## config.mk

```make
export PLATFORM = sky130hd
export DESIGN_NAME = mac_pipe
export DESIGN_NICKNAME = d
export VERILOG_FILES = /design/src/rtl/mac_pipe.sv
export SDC_FILE = /design/constraint.sdc
export NUM_CORES = 1
export LEC_CHECK = 0
export ABC_CLOCK_PERIOD_IN_PS = 4950
export CAP_MARGIN = 10
export CELL_PAD_IN_SITES_DETAIL_PLACEMENT = 0
export CELL_PAD_IN_SITES_GLOBAL_PLACEMENT = 2
export CORE_ASPECT_RATIO = 2
export CORE_MARGIN = 2
export CORE_UTILIZATION = 38
export CTS_BUF_LIST = sky130_fd_sc_hd__clkbuf_16
export DETAILED_ROUTE_END_ITERATION = 10
export PLACE_DENSITY = 0.84
export SYNTH_ARGS = -nofsm -noshare
export SYNTH_HDL_FRONTEND = slang
export SYNTH_SLANG_ARGS = --single-unit
```

## constraint.sdc

```tcl
create_clock -name clk -period 4.95 [get_ports clk]
set_clock_uncertainty 0.05 [all_clocks]
set_input_delay 1.2375 -clock clk [delete_from_list [all_inputs] [get_ports clk]]
set_output_delay 1.2375 -clock clk [all_outputs]
set_load 0.01 [all_outputs]
```

## src/rtl/mac_pipe.sv

```systemverilog
// Pipelined signed multiply-accumulate over LEN-term dot products. The product
// stage is registered, and the accumulator optionally saturates with sticky of/uf flags.
module mac_pipe #(
  parameter int IN_W  = 8,
  parameter int ACC_W = 16,
  parameter int LEN   = 784,
  parameter int SAT   = 1
) (
  input  logic             clk,
  input  logic             rst_n,
  input  logic             clr_n,
  input  logic             in_vld,
  input  logic [IN_W-1:0]  a,
  input  logic [IN_W-1:0]  b,
  output logic [ACC_W-1:0] acc,
  output logic             acc_vld,
  output logic             of,
  output logic             uf,
  output logic             busy
);

  localparam int P_W   = 2 * IN_W;
  localparam int CNT_W = (LEN > 1) ? $clog2(LEN) : 1;
  localparam logic [CNT_W-1:0] CNT_LAST = CNT_W'(LEN - 1);
  localparam logic [ACC_W-1:0] ACC_MAX  = {1'b0, {(ACC_W-1){1'b1}}};
  localparam logic [ACC_W-1:0] ACC_MIN  = {1'b1, {(ACC_W-1){1'b0}}};

  if (ACC_W < 2 * IN_W) begin : g_bad_acc_w
    $error("mac_pipe: ACC_W must be at least 2*IN_W");
  end
  if (LEN < 1) begin : g_bad_len
    $error("mac_pipe: LEN must be at least 1");
  end

  logic [P_W-1:0]   prod_q, prod_d;
  logic             prod_vld_q, prod_vld_d;
  logic [CNT_W-1:0] cnt_q, cnt_d;
  logic [ACC_W-1:0] acc_q, acc_d;
  logic             acc_vld_q, acc_vld_d;
  logic             of_q, of_d;
  logic             uf_q, uf_d;

  logic [ACC_W:0]   prod_ext, base, sum;
  logic             ovf, unf, first;

  // One guard bit above the accumulator exposes overflow in the top two sum bits.
  always_comb begin
    first    = (cnt_q == '0);
    prod_ext = {{(ACC_W+1-P_W){prod_q[P_W-1]}}, prod_q};
    base     = first ? '0 : {acc_q[ACC_W-1], acc_q};
    sum      = prod_ext + base;
    ovf      = (sum[ACC_W:ACC_W-1] == 2'b01);
    unf      = (sum[ACC_W:ACC_W-1] == 2'b10);
  end

  always_comb begin
    prod_d     = prod_q;
    prod_vld_d = 1'b0;
    cnt_d      = cnt_q;
    acc_d      = acc_q;
    acc_vld_d  = 1'b0;
    of_d       = of_q;
    uf_d       = uf_q;
    if (!clr_n) begin
      prod_d = '0;
      cnt_d  = '0;
      acc_d  = '0;
      of_d   = 1'b0;
      uf_d   = 1'b0;
    end else begin
      prod_vld_d = in_vld;
      if (in_vld) begin
        prod_d = P_W'($signed(a)) * P_W'($signed(b));
      end
      if (prod_vld_q) begin
        if (SAT != 0 && ovf) begin
          acc_d = ACC_MAX;
        end else if (SAT != 0 && unf) begin
          acc_d = ACC_MIN;
        end else begin
          acc_d = sum[ACC_W-1:0];
        end
        of_d = first ? ovf : (of_q | ovf);
        uf_d = first ? unf : (uf_q | unf);
        if (cnt_q == CNT_LAST) begin
          cnt_d     = '0;
          acc_vld_d = 1'b1;
        end else begin
          cnt_d = cnt_q + CNT_W'(1);
        end
      end
    end
  end

  always_ff @(posedge clk or negedge rst_n) begin
    if (!rst_n) begin
      prod_q     <= '0;
      prod_vld_q <= 1'b0;
      cnt_q      <= '0;
      acc_q      <= '0;
      acc_vld_q  <= 1'b0;
      of_q       <= 1'b0;
      uf_q       <= 1'b0;
    end else begin
      prod_q     <= prod_d;
      prod_vld_q <= prod_vld_d;
      cnt_q      <= cnt_d;
      acc_q      <= acc_d;
      acc_vld_q  <= acc_vld_d;
      of_q       <= of_d;
      uf_q       <= uf_d;
    end
  end

  assign acc     = acc_q;
  assign acc_vld = acc_vld_q;
  assign of      = of_q;
  assign uf      = uf_q;
  assign busy    = (cnt_q != '0) || prod_vld_q;

endmodule

```

======== After elaboration in Yosys (flattened, before gate mapping) ========
Index checks and enable logic that the tools add are counted.
word-level totals
  register bits ........................... 46
  input port bits ......................... 20
  logic and storage cells ................. 40
  output and inout port bits .............. 20
operators by class
  equal/unequal tests ..................... 5
  add/sub/neg operators ................... 2
  reductions and logical operators ........ 3
  multiply operators ...................... 1
  mux-type cells .......................... 20
  bitwise operators ....................... 2
operators by type and width
  cell                                                                     number
  16-bit 2-to-1 mux                                                        6
  10-bit 2-to-1 mux                                                        3
  17-bit adder                                                             1
  17-bit 2-to-1 mux                                                        1
  8-bit by 8-bit multiplier with 16-bit output                             1
  10-bit by 1-bit adder with 10-bit output, second input constant          1
  10-bit equality test, second input constant                              1
  10-bit logical NOT                                                       1
  1-bit 2-to-1 mux                                                         10
  10-bit nonzero test                                                      1
  2-bit by 1-bit inequality test with 1-bit output, second input constant  2
  2-bit by 1-bit equality test with 1-bit output, second input constant    1
  2-bit equality test, second input constant                               1
  1-bit OR                                                                 2
  1-bit logical OR                                                         1

======== Depth between registers and ports, before layout ========
  depth after elaboration ................. 8
  gate-level depth with buffers ........... 17
  mapped depth without buffers ............ 17

======== Least setup slack after synthesis ========
Ideal clock, no wire load.
  path type ............................... input to register
  start ................................... input a[7]
  end ..................................... register prod_q[15]
  setup time .............................. 0.128 ns
  stages .................................. 16
  arrival time ............................ 5.002 ns
  data required time ...................... 4.772 ns
  buffers on the path ..................... 0
  path slack .............................. -0.231 ns
  path through ............................ and2_1 > ha_1 > inv_1 > fa_1 > inv_1 > fa_1 > inv_1 > fa_1 > inv_1 > ha_1 > o21a_1 > o21a_1 > a41o_1 > o41ai_1 > xnor2_1 > o21ai_0
on the way
  word-level cells in the longest chain between the ends .. 3
ends and longest elaborated chain
  element                                       RTL line  text
  start: declaration                            13        input logic [IN_W-1:0] a,
  8-bit by 8-bit multiplier with 16-bit output  73        prod_d = P_W'($signed(a)) * P_W'($signed(b));
  16-bit 2-to-1 mux                             72        if (in_vld) begin
  16-bit 2-to-1 mux                             64        if (!clr_n) begin
  end signal: assignment                        105       prod_q <= prod_d;
  end: declaration                              35        logic [P_W-1:0] prod_q, prod_d;
Every way passes these cells. The select of a mux whose other input is x is not followed.
A chain may end at the register's enable or synchronous reset.

======== Worst setup path after layout ========
  start ................................... input b[7]
  end ..................................... register prod_q[15]
on the way
  word-level cells in the longest chain between the ends .. 3
ends and longest elaborated chain
  element                                       RTL line  text
  start: declaration                            14        input logic [IN_W-1:0] b,
  8-bit by 8-bit multiplier with 16-bit output  73
  16-bit 2-to-1 mux                             72
  16-bit 2-to-1 mux                             64
Every way passes these cells. The select of a mux whose other input is x is not followed.

==> metrics.yaml <==
status:
  status: "completed"
grt:
  globalRouteOverflowTotal: 0
  grt_pass1_wl_um: 21500
  grt_max_degree: 47
  grt_pass1_vias: 4622
  antenna_found_initial: 0
  grt_use_total_pct: 17.3
logic_synthesis:
  yosys_register_bits: 46
  netlist_instances: 603
  syn_nets: 726
  yosysSeqAreaShare_pct: 21.1
  synth_most_common_cell: "inv_1"
  synthArstFlopShare_pct: 100
  avgSynthCellArea_sq_um: 9.06
  syn-cell-area_sq_um: 5460
  yosysTopAreaCellShare_pct: 21.1
  synthTopCellsByArea: "dfrtp_1 (21%), fa_1 (21%), ha_1 (11%), inv_1 (6.7%), and2_1 (5.5%)"
  synth-warning-count: 0
  synth_edf_count: 0
  synth.top_cells.by_count: "inv_1 (97), fa_1 (56), nand2_1 (51)"
  yosysUniqueCellTypes: 58
  yosysTopAreaCell: "dfrtp_1"
  synth_top_flop_cell: "dfrtp_1"
hold_path:
  min-delay-path-class: "reg -> reg"
routing:
  drt_first_pass_iters: 4
  via_per_inst: 4.87
  drcViolationCount: 0
  ant_nets: 0
  via_count: 4296
  post_drt_wl_per_cell_um: 13.6
  routed_wl_um: 12000
  first_iter_violations: 116
clocking:
  cts_tree: "built"
  root_buffer: "clkbuf_16"
  cts_buffers: 5
  clock_latency_ns: 0.28
  cts.sinks: 46
  path_clk_slew_ns: 0.06
  htree_levels: 2
  cts_buffer_depth: 2
final_layout:
  fin_area_sq_um: 6800
  stdcell_count: 883
  nets: 813
  final_util_pct: 47.9
  n_antenna_cell: 0
  drive_gt1_share_pct: 20.8
  areaGrowthSynthToFinish_pct: 24.5
power:
  ir_drop_uv: 438
  p_leak_nw: 3.35
  total_power_mw: 2.57
  power.density_nw_per_um2: 378
timing:
  hold_violations: 0
  relSlewSlack_pct: 29.9
  period_share_pct: 99.9
  rsz0062_at_grt: "yes"
  period_needed_ns: 4.95
  fmax_ghz: 0.202
  setup_viol: 0
  worst_pin_slew_ns: 1.05
  slew_violations: 0
worst_setup_path:
  worst_ep_arrival_time_ns: 5.07
  crit_type: "in -> reg"
  cp_max_fo: 6
  crit_path_start_kind: "input pin"
  cp_data_required_time_ns: 5.07
  crit_path_end_kind: "flop"
die:
  die_x_um: 88.8
  die_h_um: 174
  die_area_sq_um: 15400
  core_area_sq_um: 14200
  fp-row-count: 62
  io_pins: 40
  initial_utilization_pct: 38.5
placed_design:
  place_hpwl_um: 9460
  portBuffers: 39
  globalplace.congestion: 0.799
  dpl_cell_area_sq_um: 6540
  dp.cells: 874
job:
  maxCapViolCount: 0
per-stage QoR:
step	setup WS, ns	TNS [ns]	hold slack [ns]
2_1_floorplan	-0.00901	-0.00901	0.406
3_5_place_dp	-0.788	-5.00	0.431
5_1_grt	-0.142	-0.169	0.485
4_1_cts	-0.0339	-0.0339	0.445
6_report	0.00436	0	0.444
3_3_place_gp	-0.778	-4.86	0.434
where the power goes:
group	leakage, nW	switching (mW)	internal (mW)
registers	0.621	0.0326	0.422
clock network	0.0724	0.137	0.183
logic	2.66	0.867	0.928
state kept, by name (all words and copies together), names as in the netlist:
name	flops
acc	16
prod_vld_q	1
cnt_q	10
acc_vld	1
prod_q	16
uf	1
of	1
logic make-up (layout without fill, tap and decap cells):
family,Yosys count,count (layout),share of synthesized area (%)
adders and majority gates,103,103,31.3
muxes,12,12,2.22
AOI/OAI and AO/OA,112,112,13.7
xor gates and xnor gates,31,31,4.97
DFF,46,46,21.1
buffers and inverters,111,199,7.84
and+or+nand+nor,188,188,18.9
cell type report:
| class | count | area, sq um |
|---|---|---|
| Clock buffer | 5 | 125 |
| Clock inverter | 3 | 12.5 |
| Fill cell | 1408 | 7400 |
| Inverter | 97 | 364 |
| Multi-Input combinational cell | 446 | 4100 |
| Sequential cell | 46 | 1150 |
| Tap cell | 192 | 240 |
| Timing Repair Buffer | 94 | 805 |
critical path, cell delays in order:
cell and delay [ns]:
buf_12 0.11, nor2b_4 0.12, fa_1 0.50, fa_1 0.54, fa_1 0.57, inv_2 0.04, fa_1 0.51, inv_2 0.05
ha_4 0.20, o21a_1 0.16, o21a_1 0.19, a41o_1 0.25, o41ai_2 0.34, xnor2_1 0.16, o21ai_1 0.08
cells in the final DEF (no fill, tap or decap), types with 8 or more instances in the layout:
| master | n |
|---|---|
| inv_1 | 80 |
| buf_4 | 54 |
| fa_1 | 52 |
| nand2_1 | 48 |
| dfrtp_1 | 46 |
| and2_1 | 40 |
| ha_1 | 37 |
| nor2b_1 | 32 |
| o21ai_0 | 26 |
| a21oi_1 | 26 |
| clkdlybuf4s50_1 | 22 |
| xnor2_1 | 20 |
| inv_2 | 18 |
| nor2_1 | 15 |
| a21o_1 | 12 |
| xor2_1 | 11 |
| mux2i_1 | 11 |
| and2_4 | 8 |
| ha_4 | 8 |
worst paths after layout:
kind                                   startpoint                     end  slack [ns]  cells past startpoint
max reg2reg                  cnt_q[0]$_DFFE_PN0P_      acc[1]$_DFFE_PN0P_        0.67                     16
min in group asynchronous                   rst_n   prod_q[3]$_DFFE_PN0P_        1.10                      1
min reg2reg                prod_q[13]$_DFFE_PN0P_  prod_q[13]$_DFFE_PN0P_        0.44                      2
max                                          b[7]  prod_q[15]$_DFFE_PN0P_       0.004                     15
min                        prod_q[13]$_DFFE_PN0P_  prod_q[13]$_DFFE_PN0P_        0.44                      2
max in group asynchronous                   rst_n          of$_DFFE_PN0P_        3.11                      1
routing by layer:
| metal | track usage (%) | vias up | share of wire [%] |
|---|---|---|---|
| li1 | - | 2139 | - |
| met1 | 22.7 | 2091 | 44 |
| met2 | 29.9 | 47 | 52 |
| met3 | 1.95 | 19 | 2.1 |
| met4 | 3.79 | 0 | 1.8 |
| met5 | 0 | - | 0 |
repair_timing:
item,in CTS,in global routing
buffers inserted,0,1
endpoints found under the setup margin,8,7
pin swaps,12,40
hold buffers,0,0
resized for setup,56,85
Power figures use the tool's default switching activity.
